## src/rtl/alu_ctrl_pkg.sv

```systemverilog
// Shared definitions for the ALU operation sequencer: state encoding,
// display letter codes and the default WAIT timeout.
package alu_ctrl_pkg;

    // Maximum number of WAIT cycles allowed for alu_done.
    localparam int unsigned TimeoutDefault = 16;

    typedef enum logic [2:0] {
        StIdle  = 3'd0,
        StHaveA = 3'd1,
        StHaveB = 3'd2,
        StWait  = 3'd3,
        StShow  = 3'd4,
        StErr   = 3'd5
    } state_e;

    localparam logic [3:0] LetterIdle  = 4'hF;
    localparam logic [3:0] LetterHaveA = 4'hA;
    localparam logic [3:0] LetterHaveB = 4'hB;
    localparam logic [3:0] LetterWait  = 4'hD;
    localparam logic [3:0] LetterShow  = 4'hC;
    localparam logic [3:0] LetterErr   = 4'hE;

    // Display letter for a given state.
    function automatic logic [3:0] state_letter(input state_e st);
        logic [3:0] code;
        unique case (st)
            StIdle:  code = LetterIdle;
            StHaveA: code = LetterHaveA;
            StHaveB: code = LetterHaveB;
            StWait:  code = LetterWait;
            StShow:  code = LetterShow;
            StErr:   code = LetterErr;
            default: code = LetterIdle;
        endcase
        return code;
    endfunction

endpackage

```

## src/rtl/pb_edge_detect.sv

```systemverilog
// Rising-edge detector for a debounced push-button level.
// The previous-level register resets to 1 so a button held through reset
// produces no press until it is released and pressed again.
module pb_edge_detect (
    input  logic clk,
    input  logic rst,
    input  logic level,
    output logic press
);

    logic prev_q;

    // Track the previous button level.
    always_ff @(posedge clk) begin
        if (rst) begin
            prev_q <= 1'b1;
        end else begin
            prev_q <= level;
        end
    end

    assign press = level & ~prev_q;

endmodule

```

## src/rtl/alu_op_sequencer.sv

```systemverilog
// Push-button driven sequencer: captures operands A/B and an opcode from the
// switches, starts an external ALU, waits (with timeout) for its result and
// shows it on the LEDs.
module alu_op_sequencer
    import alu_ctrl_pkg::*;
#(
    parameter int unsigned TIMEOUT = TimeoutDefault
) (
    input  logic       Clk,
    input  logic       Reset,
    input  logic       pb_a,
    input  logic       pb_b,
    input  logic       pb_op,
    input  logic [7:0] sw,
    input  logic       alu_done,
    input  logic [8:0] alu_result,
    output logic [7:0] A_out,
    output logic [7:0] B_out,
    output logic [1:0] op_out,
    output logic       alu_start,
    output logic [8:0] Out_with_carry,
    output logic       result_valid,
    output logic [3:0] Letters,
    output logic [7:0] LED
);

    // Counter value of the last WAIT cycle in which alu_done is still accepted.
    localparam logic [3:0] CntLast = 4'(TIMEOUT - 1);

    state_e     state_q, state_d;
    logic [3:0] cnt_q, cnt_d;
    logic [7:0] a_q, b_q;
    logic [1:0] op_q;
    logic [8:0] res_q;
    logic       start_q;

    logic press_a, press_b, press_op;
    logic cap_a, cap_b, cap_op, cap_res, clr_res, go;

    pb_edge_detect u_edge_a (
        .clk   (Clk),
        .rst   (Reset),
        .level (pb_a),
        .press (press_a)
    );

    pb_edge_detect u_edge_b (
        .clk   (Clk),
        .rst   (Reset),
        .level (pb_b),
        .press (press_b)
    );

    pb_edge_detect u_edge_op (
        .clk   (Clk),
        .rst   (Reset),
        .level (pb_op),
        .press (press_op)
    );

    // State register.
    always_ff @(posedge Clk) begin
        if (Reset) begin
            state_q <= StIdle;
        end else begin
            state_q <= state_d;
        end
    end

    // Next state and datapath load strobes; presses resolve as op > b > a.
    always_comb begin
        state_d = state_q;
        cap_a   = 1'b0;
        cap_b   = 1'b0;
        cap_op  = 1'b0;
        cap_res = 1'b0;
        clr_res = 1'b0;
        go      = 1'b0;
        unique case (state_q)
            StIdle: begin
                if (press_a) begin
                    cap_a   = 1'b1;
                    state_d = StHaveA;
                end
            end
            StHaveA: begin
                if (press_b) begin
                    cap_b   = 1'b1;
                    state_d = StHaveB;
                end else if (press_a) begin
                    cap_a = 1'b1;
                end
            end
            StHaveB: begin
                if (press_op) begin
                    cap_op  = 1'b1;
                    go      = 1'b1;
                    state_d = StWait;
                end else if (press_b) begin
                    cap_b = 1'b1;
                end else if (press_a) begin
                    cap_a   = 1'b1;
                    state_d = StHaveA;
                end
            end
            StWait: begin
                if (alu_done) begin
                    cap_res = 1'b1;
                    state_d = StShow;
                end else if (cnt_q == CntLast) begin
                    clr_res = 1'b1;
                    state_d = StErr;
                end
            end
            StShow: begin
                if (press_op) begin
                    cap_op  = 1'b1;
                    go      = 1'b1;
                    state_d = StWait;
                end else if (press_a) begin
                    cap_a   = 1'b1;
                    state_d = StHaveA;
                end
            end
            StErr: begin
                if (press_a) begin
                    cap_a   = 1'b1;
                    state_d = StHaveA;
                end
            end
            default: state_d = StIdle;
        endcase
    end

    // WAIT cycle counter; held at zero outside WAIT so every entry starts fresh.
    always_comb begin
        cnt_d = '0;
        if (state_q == StWait) begin
            cnt_d = cnt_q + 4'd1;
        end
    end

    // Operand, opcode, result and start-pulse registers.
    always_ff @(posedge Clk) begin
        if (Reset) begin
            a_q     <= '0;
            b_q     <= '0;
            op_q    <= '0;
            res_q   <= '0;
            start_q <= 1'b0;
            cnt_q   <= '0;
        end else begin
            if (cap_a) begin
                a_q <= sw;
            end
            if (cap_b) begin
                b_q <= sw;
            end
            if (cap_op) begin
                op_q <= sw[1:0];
            end
            if (cap_res) begin
                res_q <= alu_result;
            end else if (clr_res) begin
                res_q <= '0;
            end
            // WAIT always lasts at least one cycle, so the pulse cannot repeat back to back.
            start_q <= go;
            cnt_q   <= cnt_d;
        end
    end

    // Display and status outputs decoded from the current state.
    always_comb begin
        Letters      = state_letter(state_q);
        result_valid = (state_q == StShow);
        LED          = 8'h00;
        unique case (state_q)
            StIdle:  LED = sw;
            StHaveA: LED = a_q;
            StHaveB: LED = b_q;
            StWait:  LED = 8'h00;
            StShow:  LED = res_q[7:0];
            StErr:   LED = 8'hFF;
            default: LED = 8'h00;
        endcase
    end

    assign A_out          = a_q;
    assign B_out          = b_q;
    assign op_out         = op_q;
    assign alu_start      = start_q;
    assign Out_with_carry = res_q;

endmodule

```

## config.mk

```make
export PLATFORM = sky130hd
export DESIGN_NAME = alu_op_sequencer
export DESIGN_NICKNAME = d
export VERILOG_FILES = /design/src/rtl/alu_ctrl_pkg.sv /design/src/rtl/pb_edge_detect.sv /design/src/rtl/alu_op_sequencer.sv
export SDC_FILE = /design/constraint.sdc
export NUM_CORES = 1
export LEC_CHECK = 0
export CORE_ASPECT_RATIO = 1.4
export CORE_UTILIZATION = 48
export DETAILED_ROUTE_END_ITERATION = 6
export GPL_ROUTABILITY_DRIVEN = 0
export PLACE_DENSITY = 0.92
export SYNTH_ARGS = -nofsm -noshare
export SYNTH_HDL_FRONTEND = slang
export SYNTH_SLANG_ARGS = --single-unit
```

## constraint.sdc

```tcl
create_clock -name Clk -period 2.7 [get_ports Clk]
set_input_delay 0.675 -clock Clk [delete_from_list [all_inputs] [get_ports Clk]]
set_output_delay 0.675 -clock Clk [all_outputs]
set_load 0.02 [all_outputs]
```

# ---- Word level (Yosys, flattened, before mapping)
# Index checks and enable logic that the tools add are counted.
dict set report totals {
  regBits 38
  latch_bits 0
  ramBits 0
  romBits 0
  in_bits 23
  out_inout_bits 41
  elab_cells 60
  memories 0
}
dict set report op_classes {
  n_addsub 1
  n_mul 0
  n_div 0
  magnitude_cmp 0
  n_eq_ne 9
  shifts 0
  n_mux 27
  bitwise_logic 7
  n_reduce_logical 6
}
# cell n
set op_table {}
lappend op_table {{one-hot mux 8 bit (5 select lines)} 1}
lappend op_table {{one-hot mux 3 bit (5 select lines)} 2}
lappend op_table {{two-way mux 3 bit} 7}
lappend op_table {{two-way mux 9 bit} 2}
lappend op_table {{two-way mux 1 bit} 13}
lappend op_table {{equality test 3 x 2 -> 1 bit (second input constant)} 2}
lappend op_table {{equality test 3 bit (second input constant)} 2}
lappend op_table {{inequality test 3 bit (second input constant)} 2}
lappend op_table {{OR reduction 2 bit} 3}
lappend op_table {{adder 4 x 1 -> 4 bit (second input constant)} 1}
lappend op_table {{equality test 4 bit (second input constant)} 1}
lappend op_table {{NOT 1 bit} 4}
lappend op_table {{one-hot mux 1 bit (4 select lines)} 1}
lappend op_table {{AND 1 bit} 3}
lappend op_table {{equality test 3 x 1 -> 1 bit (second input constant)} 1}
lappend op_table {{logical NOT 3 bit} 1}
lappend op_table {{AND reduction 3 bit} 1}
lappend op_table {{inequality test 2 bit (second input constant)} 1}
lappend op_table {{one-hot mux 1 bit (2 select lines)} 1}
lappend op_table {{nonzero test 2 bit} 1}

# ---- Longest topological paths before layout
dict set report logic_depth {
  ltp_word 6
  ltp_mapped 6
  depth_no_buf 5
}

# ---- Modules after synthesis
# From an unflattened synthesis, not the netlist that was laid out.
dict set report hier_totals {
  cells_unflattened 218
  hier_area_um2 1903.1
}
# mod instances cells_per_inst area_per_inst_um2 seq_area_each_um2
set by_module_without_submodules {}
lappend by_module_without_submodules {alu_op_sequencer 1 209 1805.5 700.7}
lappend by_module_without_submodules {pb_edge_detect 3 3 32.5 20.0}

# ---- Worst setup path after synthesis
# Ideal clock, no wire load.
dict set report synth_timing {
  path_type {reg-to-output}
  start {register state_q[2]}
  end {output LED[3]}
  arrival_time_ps 1422
  t_required_ps 2025
  setup_slack_ps 603
  path_stages_with_launch 6
  n_path_buf 3
  path_cell_list {dfxtp_1 > buf_2 > buf_2 > buf_2 > o22ai_1 > o21ai_0}
}
dict set report synth_between {
  elab_chain_len 2
  word_cells_on_any_way 6
  cone_classes {eq/ne (4); mux (1); reduce/logical (1)}
}
# element line_no
set synth_rtl {}
lappend synth_rtl {{start: declaration} alu_op_sequencer.sv:30} ;# state_e state_q, state_d;
lappend synth_rtl {{start signal: assignment} alu_op_sequencer.sv:64} ;# state_q <= StIdle;
lappend synth_rtl {{start signal: assignment} alu_op_sequencer.sv:66} ;# state_q <= state_d;
lappend synth_rtl {{equality test 3 bit, or another cell as far along} alu_op_sequencer.sv:178} ;# unique case (state_q)
lappend synth_rtl {{one-hot mux 8 bit (5 select lines) (*)} alu_op_sequencer.sv:178}
lappend synth_rtl {{end: declaration} alu_op_sequencer.sv:24} ;# output logic [7:0] LED
# Every way passes the cells marked *; elsewhere a longest branch is shown, timed or not.

# ---- Worst setup path after layout
dict set report layout_timing {
  start {register state_q[1]}
  end {output Letters[1]}
}
dict set report layout_between {
  elab_chain_len 2
  word_cells_on_any_way 6
  cone_classes {eq/ne (5); mux (1)}
}
# element line_no
set layout_rtl {}
lappend layout_rtl {{equality test 3 bit, or another cell as far along} alu_ctrl_pkg.sv:27} ;# unique case (st)
lappend layout_rtl {{one-hot mux 3 bit (5 select lines) (*)} alu_ctrl_pkg.sv:27}
lappend layout_rtl {{end: declaration} alu_op_sequencer.sv:23} ;# output logic [3:0] Letters,
# Marked as above.

==> flow_summary_export.csv <==
group,metric,value,unit
outcome,status,"finished clean",
finish,nNetsFinal,297,
setup_path,cp-startpoint,"state_q[1]",
power_and_ir_drop,p_total,1.19,mW
yosys,synthCells,205,
global_routing,grt_pass1_wl,8660,µm
global_routing,grt_antenna_before_repair,0,
floorplan,die_w,54.3,µm
yosys,ys_ff_latch,38,
flow_run,max-cap-violations,0,
yosys,ys_seq_area_share,41.4,%
timing,rsz0062_at_grt,"false",
route,drt-initial-drc-count,97,
yosys,yosysTopAreaCell,"dfxtp_1",
timing,max-slew-margin-rel,53.6,%
route,totalWireLength,5760,µm
power_and_ir_drop,pwr-share-clk,33.8,%
setup_path,cpPeakStageDelay,0.63,ns
yosys,synth_area,1840,µm²
cts,cts_buffer_depth,2,
route,ant_nets,0,
finish,drive_gt1_share,13.5,%
timing,hold_ws,0.462,ns
timing,worstMarginPinSlew,0.693,ns
place,dpl_worst_slack,-0.136,ns
global_routing,grt_max_degree,28,
setup_path,endpoint_kind,"output port",
cts,cts_max_level,2,
cts,cts_setup_buffers,0,
timing,drv_slew,0,
cts,clkTransAtPathRegs,0.07,ns
yosys,synthTopCellsByCount,"dfxtp_1, a21oi_1, a22oi_1, nor2_1",
cts,cts-root-buf,"clkbuf_8",
yosys,synthFlopType,"dfxtp_1",
yosys,synth-edff-count,0,
timing,hold_violations,0,
cts,cts_tree,"yes",
setup_path,r2r-end,"A_out[0]",
route,vias_per_cell,6.13,
power_and_ir_drop,combinationalPowerShare,17.3,%
setup_path,r2r_slack,0.69,ns
global_routing,gr-total-overflow,0,
setup_path,r2r_cells,5,
power_and_ir_drop,p_per_area,453,nW/µm²
min_path,hold_class,"reg2reg",
cts,cts_made_buffers,5,
timing,setup_ws,0.0920,ns
setup_path,cp_data_arrival_time,1.93,ns
timing,fin_crit,2.61,ns
power_and_ir_drop,p_seq_share,48.9,%
route,wire_per_inst,18.2,µm
floorplan,num_rows,26,
route,drc,0,
route,first_pass_iters,4,
power_and_ir_drop,switching_power,0.316,mW
setup_path,startpoint_type,"register",
yosys,synth_cell_type_count,49,
cts,cts.sinks,38,
min_path,holdPathEnd,"cnt_q[0]",
power_and_ir_drop,p_sw_share,26.4,%
setup_path,cp_common_cell,"nor2b_1",
cts,ctsHoldBuffers,0,
timing,setup_viol,0,
min_path,min_path_cells,1,
yosys,synth-async-reset-ratio,0,%
cts,cts-resized-gates,8,
yosys,syn-num-nets,229,
setup_path,cp_max_fo,19,
yosys,synthTopCellsByArea,"dfxtp_1, a22oi_1, a21oi_1",
place,hpwl,4040,µm
finish,synthToLayoutAreaGrowth,43.7,%
floorplan,core-area,3640,µm²
floorplan,ios,64,
power_and_ir_drop,intPower,0.879,mW
yosys,yosys.area.top_type_share,41.4,%
route,dr_total_vias,1937,
min_path,worstHoldStart,"cnt_q[0]",
power_and_ir_drop,worst_ir_drop_vdd,0.000370,V
setup_path,worstReg2RegStart,"state_q[2]",
setup_path,critPathRequiredTime,2.03,ns
place,port-buffer-count,62,
setup_path,crit_chain,"buf_4, nor2b_1, nor2b_1, a21oi_1, clkdlybuf4s50_1",
power_and_ir_drop,leakagePower,0.997,nW
finish,num_antenna_cells,0,
timing,period_share,96.6,%
yosys,yosysMostFrequentCell,"dfxtp_1",
setup_path,slowest_stage,"clkdlybuf4s50_1",
floorplan,initial_core_util,50.4,%
setup_path,path_class,"reg2out",
floorplan,die_area,4080,µm²
cts,clk_latency,0.29,ns
global_routing,grt_usage,29.9,%
yosys,ys_warn_count,0,
global_routing,first_global_vias,1809,
floorplan,die_y,75.2,µm
timing,max_freq,0.383,GHz
yosys,syn_area_per_cell,8.95,µm²
timing,fin_skew,0.00334,ns
[routing by layer]
metal  track usage [%]  routed length, µm
met4              15.1                172
met2              49.9               3050
met1              34.8               2250
met3              7.07                296
met5                 0                  0
[worst max path at each step]
stage	endpoint
after floorplan	LED[3]
after global placement	LED[4]
after detailed placement	LED[3]
after CTS	LED[1]
after global routing	Letters[1]
final	Letters[1]
[critical path, delay by kind of cell, from the launching register on]
kind | cells | cell delay (ns)
buffers and inverters | 2 | 0.89
and+or+nand+nor | 2 | 0.26
AOI/OAI and AO/OA | 1 | 0.15
DFF | 1 | 0.35
[layout make-up]
class                      instances  area (µm²)
fill                             272        1010
clock buffer                       7        86.3
timing repair buffer              77         731
sequential                        38         763
clock inverter                     1        5.00
multi-input combinational        151        1000
tap                               42        52.6
[cells by family (layout without fill, tap and decap cells)]
group,after synthesis,in the layout,share of synthesized area (%)
AOI/OAI and AO/OA,80,80,30.3
and+or+nand+nor,63,63,19.8
DFF,38,38,41.4
buffers and inverters,16,85,4.36
muxes,4,4,2.32
xor gates and xnor gates,2,2,0.955
adders and majority gates,1,1,0.682
other,1,1,0.204
[through the flow]
| step | util (%) | TNS [ns] | cell area, µm² | std cells |
|---|---|---|---|---|
| floorplan | - | 0 | 1840 | 205 |
| global placement | 69.7 | -0.172 | 2540 | 308 |
| detailed placement | 69.7 | -0.289 | 2540 | 308 |
| CTS | 72.2 | 0 | 2630 | 316 |
| global route | 72.4 | 0 | 2640 | 316 |
| finish | 72.4 | 0 | 2640 | 316 |
[layout by cell type (no fill, tap or decap), types with 2 or more instances in the layout]
cell type	instances
nor3_1	4
o22ai_1	9
a21oi_1	18
a22o_1	8
or2_2	4
dlygate4sd2_1	6
clkdlybuf4s50_1	54
nor2_1	15
mux2i_1	2
dlymetal6s2s_1	2
nand2_1	3
nand2b_1	6
mux2_2	2
a22oi_1	15
nand3_1	10
dfxtp_2	2
dfxtp_1	36
o21ai_0	10
a31oi_1	2
clkbuf_8	6
o21a_1	6
nor2b_1	8
buf_4	15
[registers in the layout (all words and copies together) (netlist names)]
name	flops
state_q	3
A_out	8
Out_with_carry	9
u_edge_b.prev_q	1
B_out	8
op_out	2
u_edge_a.prev_q	1
u_edge_op.prev_q	1
cnt_q	4
alu_start	1
[power by group through the flow]
stage / combinational, mW / sequential (mW) / clock (mW)
floorplan: 0.0923 / 0.603 / 0
global placement: 0.206 / 0.595 / 0
detailed placement: 0.209 / 0.595 / 0
CTS: 0.204 / 0.583 / 0.406
global route: 0.219 / 0.585 / 0.432
finish: 0.207 / 0.584 / 0.404
(Power assumes the default switching activity.)
